### src/rtl/cr_prefix_attach_mem_arb_pkg.sv
// Shared types and defaults for the prefix-attach memory arbiter.
// Covers owner tags, memory command layout and the starvation limit.
package cr_prefix_attach_mem_arb_pkg;

  localparam int unsigned PA_ADDR_W     = 8;
  localparam int unsigned PA_DATA_W     = 64;
  localparam int unsigned PA_STARVE_MAX = 4;
  localparam int unsigned PA_WAIT_W     = 4;

  typedef enum logic {
    PA_OWN_DP  = 1'b0,
    PA_OWN_REG = 1'b1
  } pa_owner_e;

  // Default-width view of a memory command; the arbiter builds a parameter-sized equivalent.
  typedef struct packed {
    logic                 cs;
    logic                 we;
    logic [PA_ADDR_W-1:0] addr;
    logic [PA_DATA_W-1:0] wdata;
  } mem_req_t;

  typedef struct packed {
    logic      vld;
    pa_owner_e owner;
  } rd_tag_t;

  function automatic logic [PA_WAIT_W-1:0] wait_sat_inc(input logic [PA_WAIT_W-1:0] cnt,
                                                        input logic [PA_WAIT_W-1:0] max);
    return (cnt >= max) ? max : cnt + PA_WAIT_W'(1);
  endfunction

endpackage

### src/rtl/cr_prefix_attach_rd_tag_pipe.sv
// Read-tag shift register: RD_LAT+1 stages of {valid, owner}.
// Stage 0 lines up with mem_cs, the last stage lines up with mem_rdata.
module cr_prefix_attach_rd_tag_pipe
  import cr_prefix_attach_mem_arb_pkg::*;
#(
  parameter int unsigned RD_LAT = 1
) (
  input  logic    clk,
  input  logic    rst_n,
  input  rd_tag_t tag_in,
  output rd_tag_t tag_out,
  output logic    any_vld
);

  localparam int unsigned Stages = RD_LAT + 1;

  rd_tag_t stage_q [Stages];

  always_ff @(posedge clk or negedge rst_n) begin
    if (!rst_n) begin
      for (int i = 0; i < int'(Stages); i++) begin
        stage_q[i] <= '0;
      end
    end else begin
      stage_q[0] <= tag_in;
      for (int i = 1; i < int'(Stages); i++) begin
        stage_q[i] <= stage_q[i-1];
      end
    end
  end

  assign tag_out = stage_q[Stages-1];

  always_comb begin
    any_vld = 1'b0;
    for (int i = 0; i < int'(Stages); i++) begin
      any_vld = any_vld | stage_q[i].vld;
    end
  end

endmodule

### src/rtl/cr_prefix_attach_mem_arb.sv
// Arbiter for one single-port prefix memory shared by the core read port and the
// regfile indirect-access port; returns tagged read data to the right requester.
module cr_prefix_attach_mem_arb
  import cr_prefix_attach_mem_arb_pkg::*;
#(
  parameter int unsigned ADDR_W     = PA_ADDR_W,
  parameter int unsigned DATA_W     = PA_DATA_W,
  parameter int unsigned RD_LAT     = 1,             // legal 1..4
  parameter int unsigned STARVE_MAX = PA_STARVE_MAX  // legal 1..15
) (
  input  logic              clk,
  input  logic              rst_n,
  input  logic              dp_req,
  input  logic [ADDR_W-1:0] dp_addr,
  output logic              dp_yield,
  output logic              dp_rvalid,
  output logic [DATA_W-1:0] dp_rdata,
  input  logic              reg_req,
  input  logic              reg_we,
  input  logic [ADDR_W-1:0] reg_addr,
  input  logic [DATA_W-1:0] reg_wdata,
  output logic              reg_ack,
  output logic [DATA_W-1:0] reg_rdata,
  output logic              mem_cs,
  output logic              mem_we,
  output logic [ADDR_W-1:0] mem_addr,
  output logic [DATA_W-1:0] mem_wdata,
  input  logic [DATA_W-1:0] mem_rdata,
  output logic              arb_busy
);

  typedef struct packed {
    logic              cs;
    logic              we;
    logic [ADDR_W-1:0] addr;
    logic [DATA_W-1:0] wdata;
  } mem_cmd_t;

  localparam logic [PA_WAIT_W-1:0] WaitMax = PA_WAIT_W'(STARVE_MAX);

  logic [PA_WAIT_W-1:0] wait_cnt_q, wait_cnt_d;
  logic                 reg_inflight_q, reg_inflight_d;
  logic                 reg_pending, reg_grant, dp_grant;
  mem_cmd_t             mem_q, mem_d;
  rd_tag_t              tag_in, tag_out;
  logic                 tag_any_vld;
  logic                 dp_hit, reg_hit;
  logic                 dp_rvalid_q, reg_ack_q;
  logic [DATA_W-1:0]    dp_rdata_q, reg_rdata_q;

  // A granted reg access is masked until its ack, including the ack cycle itself.
  assign reg_pending = reg_req & ~reg_inflight_q;
  assign reg_grant   = reg_pending & (~dp_req | (wait_cnt_q == WaitMax));
  assign dp_grant    = dp_req & ~reg_grant;
  assign dp_yield    = dp_req & reg_grant;

  always_comb begin
    wait_cnt_d = wait_cnt_q;
    if (!reg_pending || reg_grant) begin
      wait_cnt_d = '0;
    end else if (dp_grant) begin
      wait_cnt_d = wait_sat_inc(wait_cnt_q, WaitMax);
    end
  end

  always_comb begin
    mem_d = '0;
    if (reg_grant) begin
      mem_d.cs    = 1'b1;
      mem_d.we    = reg_we;
      mem_d.addr  = reg_addr;
      mem_d.wdata = reg_we ? reg_wdata : '0;
    end else if (dp_grant) begin
      mem_d.cs   = 1'b1;
      mem_d.addr = dp_addr;
    end
  end

  assign tag_in.vld   = mem_d.cs & ~mem_d.we;
  assign tag_in.owner = reg_grant ? PA_OWN_REG : PA_OWN_DP;

  always_comb begin
    reg_inflight_d = reg_inflight_q;
    if (reg_ack_q) begin
      reg_inflight_d = 1'b0;
    end else if (reg_grant) begin
      reg_inflight_d = 1'b1;
    end
  end

  cr_prefix_attach_rd_tag_pipe #(
    .RD_LAT (RD_LAT)
  ) u_rd_tag_pipe (
    .clk     (clk),
    .rst_n   (rst_n),
    .tag_in  (tag_in),
    .tag_out (tag_out),
    .any_vld (tag_any_vld)
  );

  assign dp_hit  = tag_out.vld & (tag_out.owner == PA_OWN_DP);
  assign reg_hit = tag_out.vld & (tag_out.owner == PA_OWN_REG);

  always_ff @(posedge clk or negedge rst_n) begin
    if (!rst_n) begin
      wait_cnt_q     <= '0;
      reg_inflight_q <= 1'b0;
      mem_q          <= '0;
      dp_rvalid_q    <= 1'b0;
      dp_rdata_q     <= '0;
      reg_ack_q      <= 1'b0;
      reg_rdata_q    <= '0;
    end else begin
      wait_cnt_q     <= wait_cnt_d;
      reg_inflight_q <= reg_inflight_d;
      mem_q          <= mem_d;
      dp_rvalid_q    <= dp_hit;
      // Write acks coincide with mem_we; read acks come back through the tag pipe.
      reg_ack_q      <= reg_hit | (reg_grant & reg_we);
      if (dp_hit) begin
        dp_rdata_q <= mem_rdata;
      end
      if (reg_hit) begin
        reg_rdata_q <= mem_rdata;
      end
    end
  end

  assign mem_cs    = mem_q.cs;
  assign mem_we    = mem_q.we;
  assign mem_addr  = mem_q.addr;
  assign mem_wdata = mem_q.wdata;
  assign dp_rvalid = dp_rvalid_q;
  assign dp_rdata  = dp_rdata_q;
  assign reg_ack   = reg_ack_q;
  assign reg_rdata = reg_rdata_q;
  assign arb_busy  = reg_inflight_q | tag_any_vld | mem_q.cs;

  // Accepted core reads not yet answered; feeds the response-count property only.
  logic [3:0] dp_outstanding_q;

  always_ff @(posedge clk or negedge rst_n) begin
    if (!rst_n) begin
      dp_outstanding_q <= '0;
    end else begin
      dp_outstanding_q <= dp_outstanding_q + {3'b000, dp_grant} - {3'b000, dp_rvalid_q};
    end
  end

  a_mem_addr_known : assert property (@(posedge clk) disable iff (!rst_n)
    mem_cs |-> !$isunknown(mem_addr));

  a_reg_ack_granted : assert property (@(posedge clk) disable iff (!rst_n)
    reg_ack |-> reg_inflight_q);

  a_dp_rvalid_owed : assert property (@(posedge clk) disable iff (!rst_n)
    dp_rvalid |-> (dp_outstanding_q != 4'd0));

  a_dp_all_answered : assert property (@(posedge clk) disable iff (!rst_n)
    (!arb_busy && !dp_rvalid) |-> (dp_outstanding_q == 4'd0));

endmodule

### config.mk
export PLATFORM = sky130hd
export DESIGN_NAME = cr_prefix_attach_mem_arb
export DESIGN_NICKNAME = d
export VERILOG_FILES = /design/src/rtl/cr_prefix_attach_mem_arb_pkg.sv /design/src/rtl/cr_prefix_attach_rd_tag_pipe.sv /design/src/rtl/cr_prefix_attach_mem_arb.sv
export SDC_FILE = /design/constraint.sdc
export NUM_CORES = 1
export LEC_CHECK = 0
export CAP_MARGIN = 0
export CELL_PAD_IN_SITES_DETAIL_PLACEMENT = 0
export CELL_PAD_IN_SITES_GLOBAL_PLACEMENT = 1
export CORE_MARGIN = 1
export CORE_UTILIZATION = 29
export CTS_BUF_LIST = sky130_fd_sc_hd__clkbuf_4 sky130_fd_sc_hd__clkbuf_8 sky130_fd_sc_hd__clkbuf_16
export DETAILED_ROUTE_END_ITERATION = 10
export HOLD_SLACK_MARGIN = 0.15
export PLACE_DENSITY = 0.82
export SLEW_MARGIN = 20
export SYNTH_ARGS = -nofsm -noshare
export SYNTH_HDL_FRONTEND = slang
export SYNTH_SLANG_ARGS = --single-unit
### constraint.sdc
create_clock -name clk -period 1.6 [get_ports clk]
set_input_delay 0.24 -clock clk [delete_from_list [all_inputs] [get_ports clk]]
set_output_delay 0.24 -clock clk [all_outputs]
set_load 0.02 [all_outputs]
==> results of run 1 <==
==> metal layers <==
metal  wire (µm)  part of all wire [%]
met1        7790                    36
met2       10800                    50
met3        2380                    11
met4         495                   2.3
met5           0                     0
==> area by class of cell <==
cell class | count | area (µm²)
Clock buffer | 35 | 722
Timing Repair Buffer | 394 | 3840
Tap cell | 330 | 413
Fill cell | 2330 | 12800
Sequential cell | 213 | 5330
Inverter | 5 | 18.8
Clock inverter | 5 | 32.5
Multi-Input combinational cell | 224 | 2290
==> power by group <==
part / switching, W / internal, W / total, W
logic: 0.00291 / 0.00262 / 0.00552
registers: 0.000553 / 0.00662 / 0.00717
clock network: 0.00208 / 0.00310 / 0.00518
==> per-stage QoR <==
step | hold WS, ns | worst slack (ns) | total power [W] | area [µm²]
2_1_floorplan | -0.0556 | 0.0768 | 0.0102 | 7590
3_3_place_gp | 0.123 | -0.321 | 0.0135 | 11700
3_5_place_dp | 0.125 | -0.318 | 0.0137 | 11700
4_1_cts | 0.161 | -0.284 | 0.0181 | 12400
5_1_grt | 0.189 | -0.353 | 0.0188 | 12600
6_report | 0.184 | -0.269 | 0.0179 | 12600
==> worst paths after layout <==
check / cells after the start / end / slack [ns]
max: 5 / dp_yield / -0.27
min: 2 / dp_rdata[33] / 0.18
max reg2reg: 8 / mem_addr[2] / -0.19
min reg2reg: 0 / u_rd_tag_pipe.tag_out[0] / 0.36
max in group asynchronous: 3 / mem_wdata[40] / 0.75
min in group clk: 3 / u_rd_tag_pipe.stage_q[3] / 0.22
==> flip-flops by register name, indices dropped and copies added, names as in the netlist, 2 cells and up <==
signal	cells
reg_rdata	64
wait_cnt_q	4
u_rd_tag_pipe.stage_q	2
mem_wdata	64
mem_addr	8
dp_rdata	64
u_rd_tag_pipe.tag_out	2
==> synth_stat cells <==
cell type  count
a22o_1         9
nor2b_1        2
mux2_2       128
nand2_1        3
and2_1         1
a21boi_1       1
conb_1         1
a21oi_1        3
and3b_1        1
buf_4          5
clkbuf_1       9
o21a_4         1
or4_1          1
nor4b_1        1
buf_6          5
o21ai_0        2
nor4_1         1
inv_1          5
clkbuf_2       1
and3_1        65
or2_2          1
dfrtp_1      213
ha_1           2
buf_2          8
==> worst register-to-register path, stage by stage, from the launching register on <==
cell and delay, ns:
dfrtp_1 0.34, inv_1 0.05, ha_2 0.17, and3b_2 0.22, buf_4 0.14, buf_6 0.12, o21a_4 0.27, buf_6 0.16
a22o_1 0.21
==> repair_timing <==
item / CTS / global route
setup buffers: 1 / 2
endpoints found under the hold margin: 213 / 0
gates resized for setup: 237 / 37
pin swaps: 4 / 6
setup endpoints to repair: 280 / 79
gates cloned: 4 / 5
hold buffers: 1 / 0
==> cell families (layout without fill, tap and decap cells) <==
logic type / after synthesis / in the layout
flops: 213 / 213
buf+inv: 33 / 439
fa+ha+maj: 2 / 2
mux: 128 / 128
simple gates: 76 / 76
other cells: 1 / 1
compound gates: 16 / 17
==> flow_summary_export.csv, run 1 <==
group,metric,value,unit
job,maxCapViolCount,0,
routing,wire_per_inst,17.8,µm
clocking,tritoncts,"built",
place,dpl.cell_count,1154,
global_routing,busiest_layer,"met2",
routing,vias,5325,
yosys,yosysSeqAreaShare,70.2,%
global_routing,grt_pass1_vias,5772,
place,gp_congestion,0.750,
yosys,synth_xor_area_share,0,%
final_layout,area_delta_synth_final,66.6,%
place,hpwlAfterDp,15100,µm
sta,fin_ws,-0.269,ns
sta,rsz0062_at_grt,"yes",
routing,drcViolationCount,0,
yosys,synth_compound_area_share,1.66,%
floorplan,ioPinCount,355,
pwr,vdd_drop_max,0.000855,V
clocking,clk_pin_slew_worst_paths,0.06,ns
sta,setup_violations,77,
global_routing,grt_util_met1,17.0,%
global_routing,grt_util_met2,28.0,%
worst_setup_path,endpoint_kind,"output port",
yosys,synthMuxAreaShare,19.0,%
sta,hold_viol,0,
clocking,cts_sinks,213,
worst_setup_path,path_cells,"inv_1 > ha_2 > and3b_2 > and3_4 > buf_6",
yosys,syn_area,0.00759,mm²
yosys,postSynthCellCount,469,
floorplan,die_w,164,µm
worst_setup_path,startpoint_type,"flop",
final_layout,final_net_count,1012,
yosys,yosys_warnings,0,
routing,postRouteAntennaNets,0,
clocking,cts_made_buffers,23,
yosys,synth.avg_cell_area,16.2,µm²
worst_setup_path,critPathSlowestCell,"dfrtp_1",
clocking,clock_latency,0.51,ns
sta,fmax,535,MHz
global_routing,grt_overflow_total,0,
floorplan,core_area,0.0254,mm²
yosys,yosysTopAreaCell,"dfrtp_1",
worst_setup_path,critPathKind,"reg2out",
final_layout,finalNonFillerCells,1206,
worst_setup_path,worstSetupStartpoint,"wait_cnt_q[1]",
global_routing,grtUsageMet3,6.11,%
final_layout,drive_gt1_share,29.2,%
yosys,syn-num-nets,620,
worst_setup_path,critPathTopFamily,"simple AND/OR/NAND/NOR gates",
clocking,htreeDepth,1,
routing,wirelength,21500,µm
final_layout,final_common_cell,"dfrtp_1",
yosys,ys_seq_elements,213,
yosys,synthSimpleGateAreaFrac,6.25,%
outcome,status,"finished with violations",
floorplan,num_rows,58,
outcome,violations,"setup timing",
global_routing,grtUsageTotal,15.7,%
floorplan,die_h,164,µm
clocking,root_buffer,"clkbuf_16",
place,port_buffers,354,
sta,slew_violations,0,
routing,drt_iter0_drc,236,
sta,setup_tns,-11.36,ns
floorplan,die-area,0.0268,mm²
yosys,synth_top_family_by_area,"multiplexers",
pwr,p_leak,6.17,nW
sta,period_share,117,%
final_layout,fin_util,49.8,%
yosys,synth_area_leaders,"dfrtp_1 (70%), mux2_2 (19%), and3_1 (5.4%)",
final_layout,diodes,0,
worst_setup_path,r2r_start,"wait_cnt_q[0]",
hold_path,hp-class,"in2async",
sta,fin_skew,0.00961,ns
routing,dr.pass1.iters,3,
global_routing,grt_max_degree,69,
global_routing,antenna_found_initial,0,
worst_setup_path,critPathMaxStageDelay,0.38,ns
pwr,power_density,1410,mW/mm²
yosys,yosysUniqueCellTypes,24,
final_layout,final_cell_mix,"dfrtp_1 (213), dlygate4sd2_1 (203), clkdlybuf4s50_1 (146), mux2_2 (128), and3_4 (35)",
yosys,synthAdderAreaFrac,0.330,%
routing,vias_per_cell,4.42,
clocking,clock_path_buffers,3,
worst_setup_path,arrival,1.63,ns
global_routing,grt_pass1_wl,32300,µm
floorplan,initial_core_util,29.9,%
worst_setup_path,critPathMaxFanout,2,
worst_setup_path,path_buf_inv,2,
worst_setup_path,worstPathRequired,1.36,ns
yosys,synthDominantCellAreaShare,70.2,%
sta,final.min_clock_period,1.87,ns
No activity file was read; power rests on OpenSTA's default activity.
==> run 2: changes to the inputs <==
--- a/config.mk
+++ b/config.mk
@@ -5,11 +5,12 @@
 export SDC_FILE = /design/constraint.sdc
 export NUM_CORES = 1
 export LEC_CHECK = 0
+export ABC_AREA = 1
 export CAP_MARGIN = 0
 export CELL_PAD_IN_SITES_DETAIL_PLACEMENT = 0
 export CELL_PAD_IN_SITES_GLOBAL_PLACEMENT = 1
 export CORE_MARGIN = 1
-export CORE_UTILIZATION = 29
+export CORE_UTILIZATION = 28
 export CTS_BUF_LIST = sky130_fd_sc_hd__clkbuf_4 sky130_fd_sc_hd__clkbuf_8 sky130_fd_sc_hd__clkbuf_16
 export DETAILED_ROUTE_END_ITERATION = 10
 export HOLD_SLACK_MARGIN = 0.15
==> constraint.sdc (replaced) <==
create_clock -name clk -period 1.7 [get_ports clk]
set_input_delay 0.255 -clock clk [delete_from_list [all_inputs] [get_ports clk]]
set_output_delay 0.255 -clock clk [all_outputs]
set_load 0.02 [all_outputs]
==> flow_summary_export.csv, run 2 <==
group,metric,value,unit
floorplan,die-area,0.0294,mm²
worst_setup_path,arrival,1.53,ns
clocking,clock_path_buffers,3,
pwr,total_power,0.0189,W
floorplan,die_w,171,µm
yosys,synth-edff-count,0,
final_layout,diodes,0,
clocking,tritoncts,"built",
yosys,synthDominantCellAreaShare,66.3,%
clocking,clk_pin_slew_worst_paths,0.06,ns
final_layout,multi_input_area,0.00215,mm²
yosys,synthAdderAreaFrac,0.311,%
clocking,root_buffer,"clkbuf_16",
global_routing,grtUsageTotal,15.3,%
floorplan,initial_core_util,28.7,%
sta,final.min_clock_period,1.78,ns
place,gp_congestion,0.780,
yosys,synth_common_cells,"dfrtp_1 (213), nand2_1 (204), inv_1 (75)",
sta,tightestPinTransition,0.518,ns
outcome,violations,"setup timing",
worst_setup_path,critPathKind,"reg2out",
sta,fmax,561,MHz
clocking,cts_sinks,213,
final_layout,final_common_cell,"dfrtp_1",
worst_setup_path,critPathMaxFanout,2,
yosys,syn_area,0.00803,mm²
routing,wirelength,22900,µm
global_routing,grt_overflow_total,0,
yosys,yosysUniqueCellTypes,21,
pwr,vdd_drop_max,0.000628,V
pwr,power_density,1480,mW/mm²
yosys,synth_xor_area_share,0,%
place,port_buffers,354,
yosys,synthSimpleGateAreaFrac,15.5,%
pwr,p_leak,6.63,nW
global_routing,grt_pass1_vias,6791,
routing,dr.pass1.iters,5,
place,pre_cts_slack,-0.277,ns
worst_setup_path,startpoint_type,"flop",
sta,fin_ws,-0.0834,ns
yosys,yosys_warnings,0,
final_layout,area_delta_synth_final,58.6,%
yosys,syn-num-nets,918,
routing,vias_per_cell,4.22,
final_layout,final_cell_mix,"dfrtp_1 (213), nand2_1 (203), dlygate4sd2_1 (203), clkdlybuf4s50_1 (146), inv_1 (73)",
routing,wire_per_inst,14.9,µm
yosys,ys_seq_elements,213,
floorplan,core_area,0.0280,mm²
final_layout,nFillCells,2761,
sta,rsz0062_at_grt,"yes",
clocking,htreeDepth,1,
routing,vias,6476,
yosys,synthMuxAreaShare,0,%
yosys,yosysSeqAreaShare,66.3,%
yosys,synthArstFlopShare,100,%
routing,postRouteAntennaNets,0,
final_layout,fin_util,45.5,%
floorplan,ioPinCount,355,
sta,slew_headroom,65.5,%
final_layout,final_net_count,1291,
clocking,clock_latency,0.51,ns
yosys,synth_top_family_by_area,"simple AND/OR/NAND/NOR gates",
yosys,yosysTopAreaCell,"dfrtp_1",
global_routing,grt_max_degree,71,
global_routing,antenna_found_initial,0,
outcome,status,"finished with violations",
hold_path,hp-class,"in2reg",
sta,period_share,105,%
yosys,synth_ff_type,"dfrtp_1",
job,maxCapViolCount,0,
clocking,cts_made_buffers,24,
worst_setup_path,worstPathRequired,1.44,ns
worst_setup_path,endpoint_kind,"output port",
yosys,postSynthCellCount,767,
floorplan,num_rows,61,
sta,hold_viol,0,
place,placed_cell_area,0.0122,mm²
final_layout,drive_gt1_share,14.7,%
floorplan,die_h,171,µm
yosys,synth.avg_cell_area,10.5,µm²
sta,fin_skew,0.0152,ns
sta,setup_violations,1,
place,hpwlAfterDp,16700,µm
routing,drt_iter0_drc,248,
yosys,synth_area_leaders,"dfrtp_1 (66%), nand2_1 (9.5%), o21ai_2 (5.5%)",
routing,drcViolationCount,0,
sta,slew_violations,0,
yosys,synth_most_common_cell,"dfrtp_1",
final_layout,stdcell_area,0.0127,mm²
global_routing,grt_pass1_wl,35600,µm
final_layout,seqCellArea,0.00533,mm²
yosys,synth_compound_area_share,10.4,%
-- run 2: worst paths after layout --
path / startpoint / endpoint / slack, ns / depth (start not counted)
max in group asynchronous: rst_n / dp_rdata[62] / 0.82 / 3
min in group asynchronous: rst_n / reg_rdata[26] / 0.30 / 2
worst min-delay path: reg_we / mem_wdata[20] / 0.20 / 3
worst min register to register: u_rd_tag_pipe.stage_q[2] / u_rd_tag_pipe.tag_out[0] / 0.34 / 0
worst max-delay path: wait_cnt_q[1] / dp_yield / -0.08 / 7
worst max register to register: wait_cnt_q[1] / u_rd_tag_pipe.stage_q[3] / 0.14 / 9
-- run 2: final cells by class --
type	instances	area share, %
sequential	213	41.8
timing repair buffer	392	29.3
multi-input combinational	434	16.9
clock buffer	38	5.97
tap	378	3.71
inverter	75	2.21
clock inverter	3	0.118
-- run 2: kinds of logic (layout without fill, tap and decap cells) --
| group | Yosys count | after routing |
|---|---|---|
| fa+ha+maj | 2 | 2 |
| buf+inv | 120 | 508 |
| flops | 213 | 213 |
| other cells | 1 | 1 |
| simple gates | 301 | 301 |
| compound gates | 130 | 130 |
-- run 2: metal layers --
layer  part of all wire, %  GRT usage (%)
met2                    47           26.7
met4                   2.6           4.11
met3                    11           6.28
met5                     0              0
met1                    39           17.2
-- run 2: worst max-delay path: stages (launching register included) --
cell and delay [ns]:
dfrtp_1 0.39, inv_2 0.08, ha_4 0.15, nand3_4 0.08
nand2_4 0.08, nand2_4 0.06, nor2_4 0.08, buf_6 0.12
-- run 2: per-stage QoR --
stage	instances	TNS, ns	hold slack [ns]
global placement	1489	-2.08	0.283
CTS	1531	-0.152	0.174
finish	1533	-0.0834	0.203
detailed placement	1489	-2.87	0.279
floorplan	767	0	-0.0406
global route	1533	-0.168	0.213
-- run 2: power by group --
group	leakage, nW	switching, W	internal (W)	total, W
clock network	0.395	0.00196	0.00304	0.00500
registers	2.73	0.000711	0.00652	0.00723
logic	3.51	0.00410	0.00257	0.00667
total	6.63	0.00677	0.0121	0.0189
-- run 2: timing repair --
item | in CTS | in global routing
gates cloned | 0 | 0
hold buffers | 1 | 0
gates resized for setup | 217 | 6
setup buffers | 0 | 2
endpoints found under the setup margin | 205 | 9
pin swaps | 2 | 0
hold endpoints to repair | 158 | 0
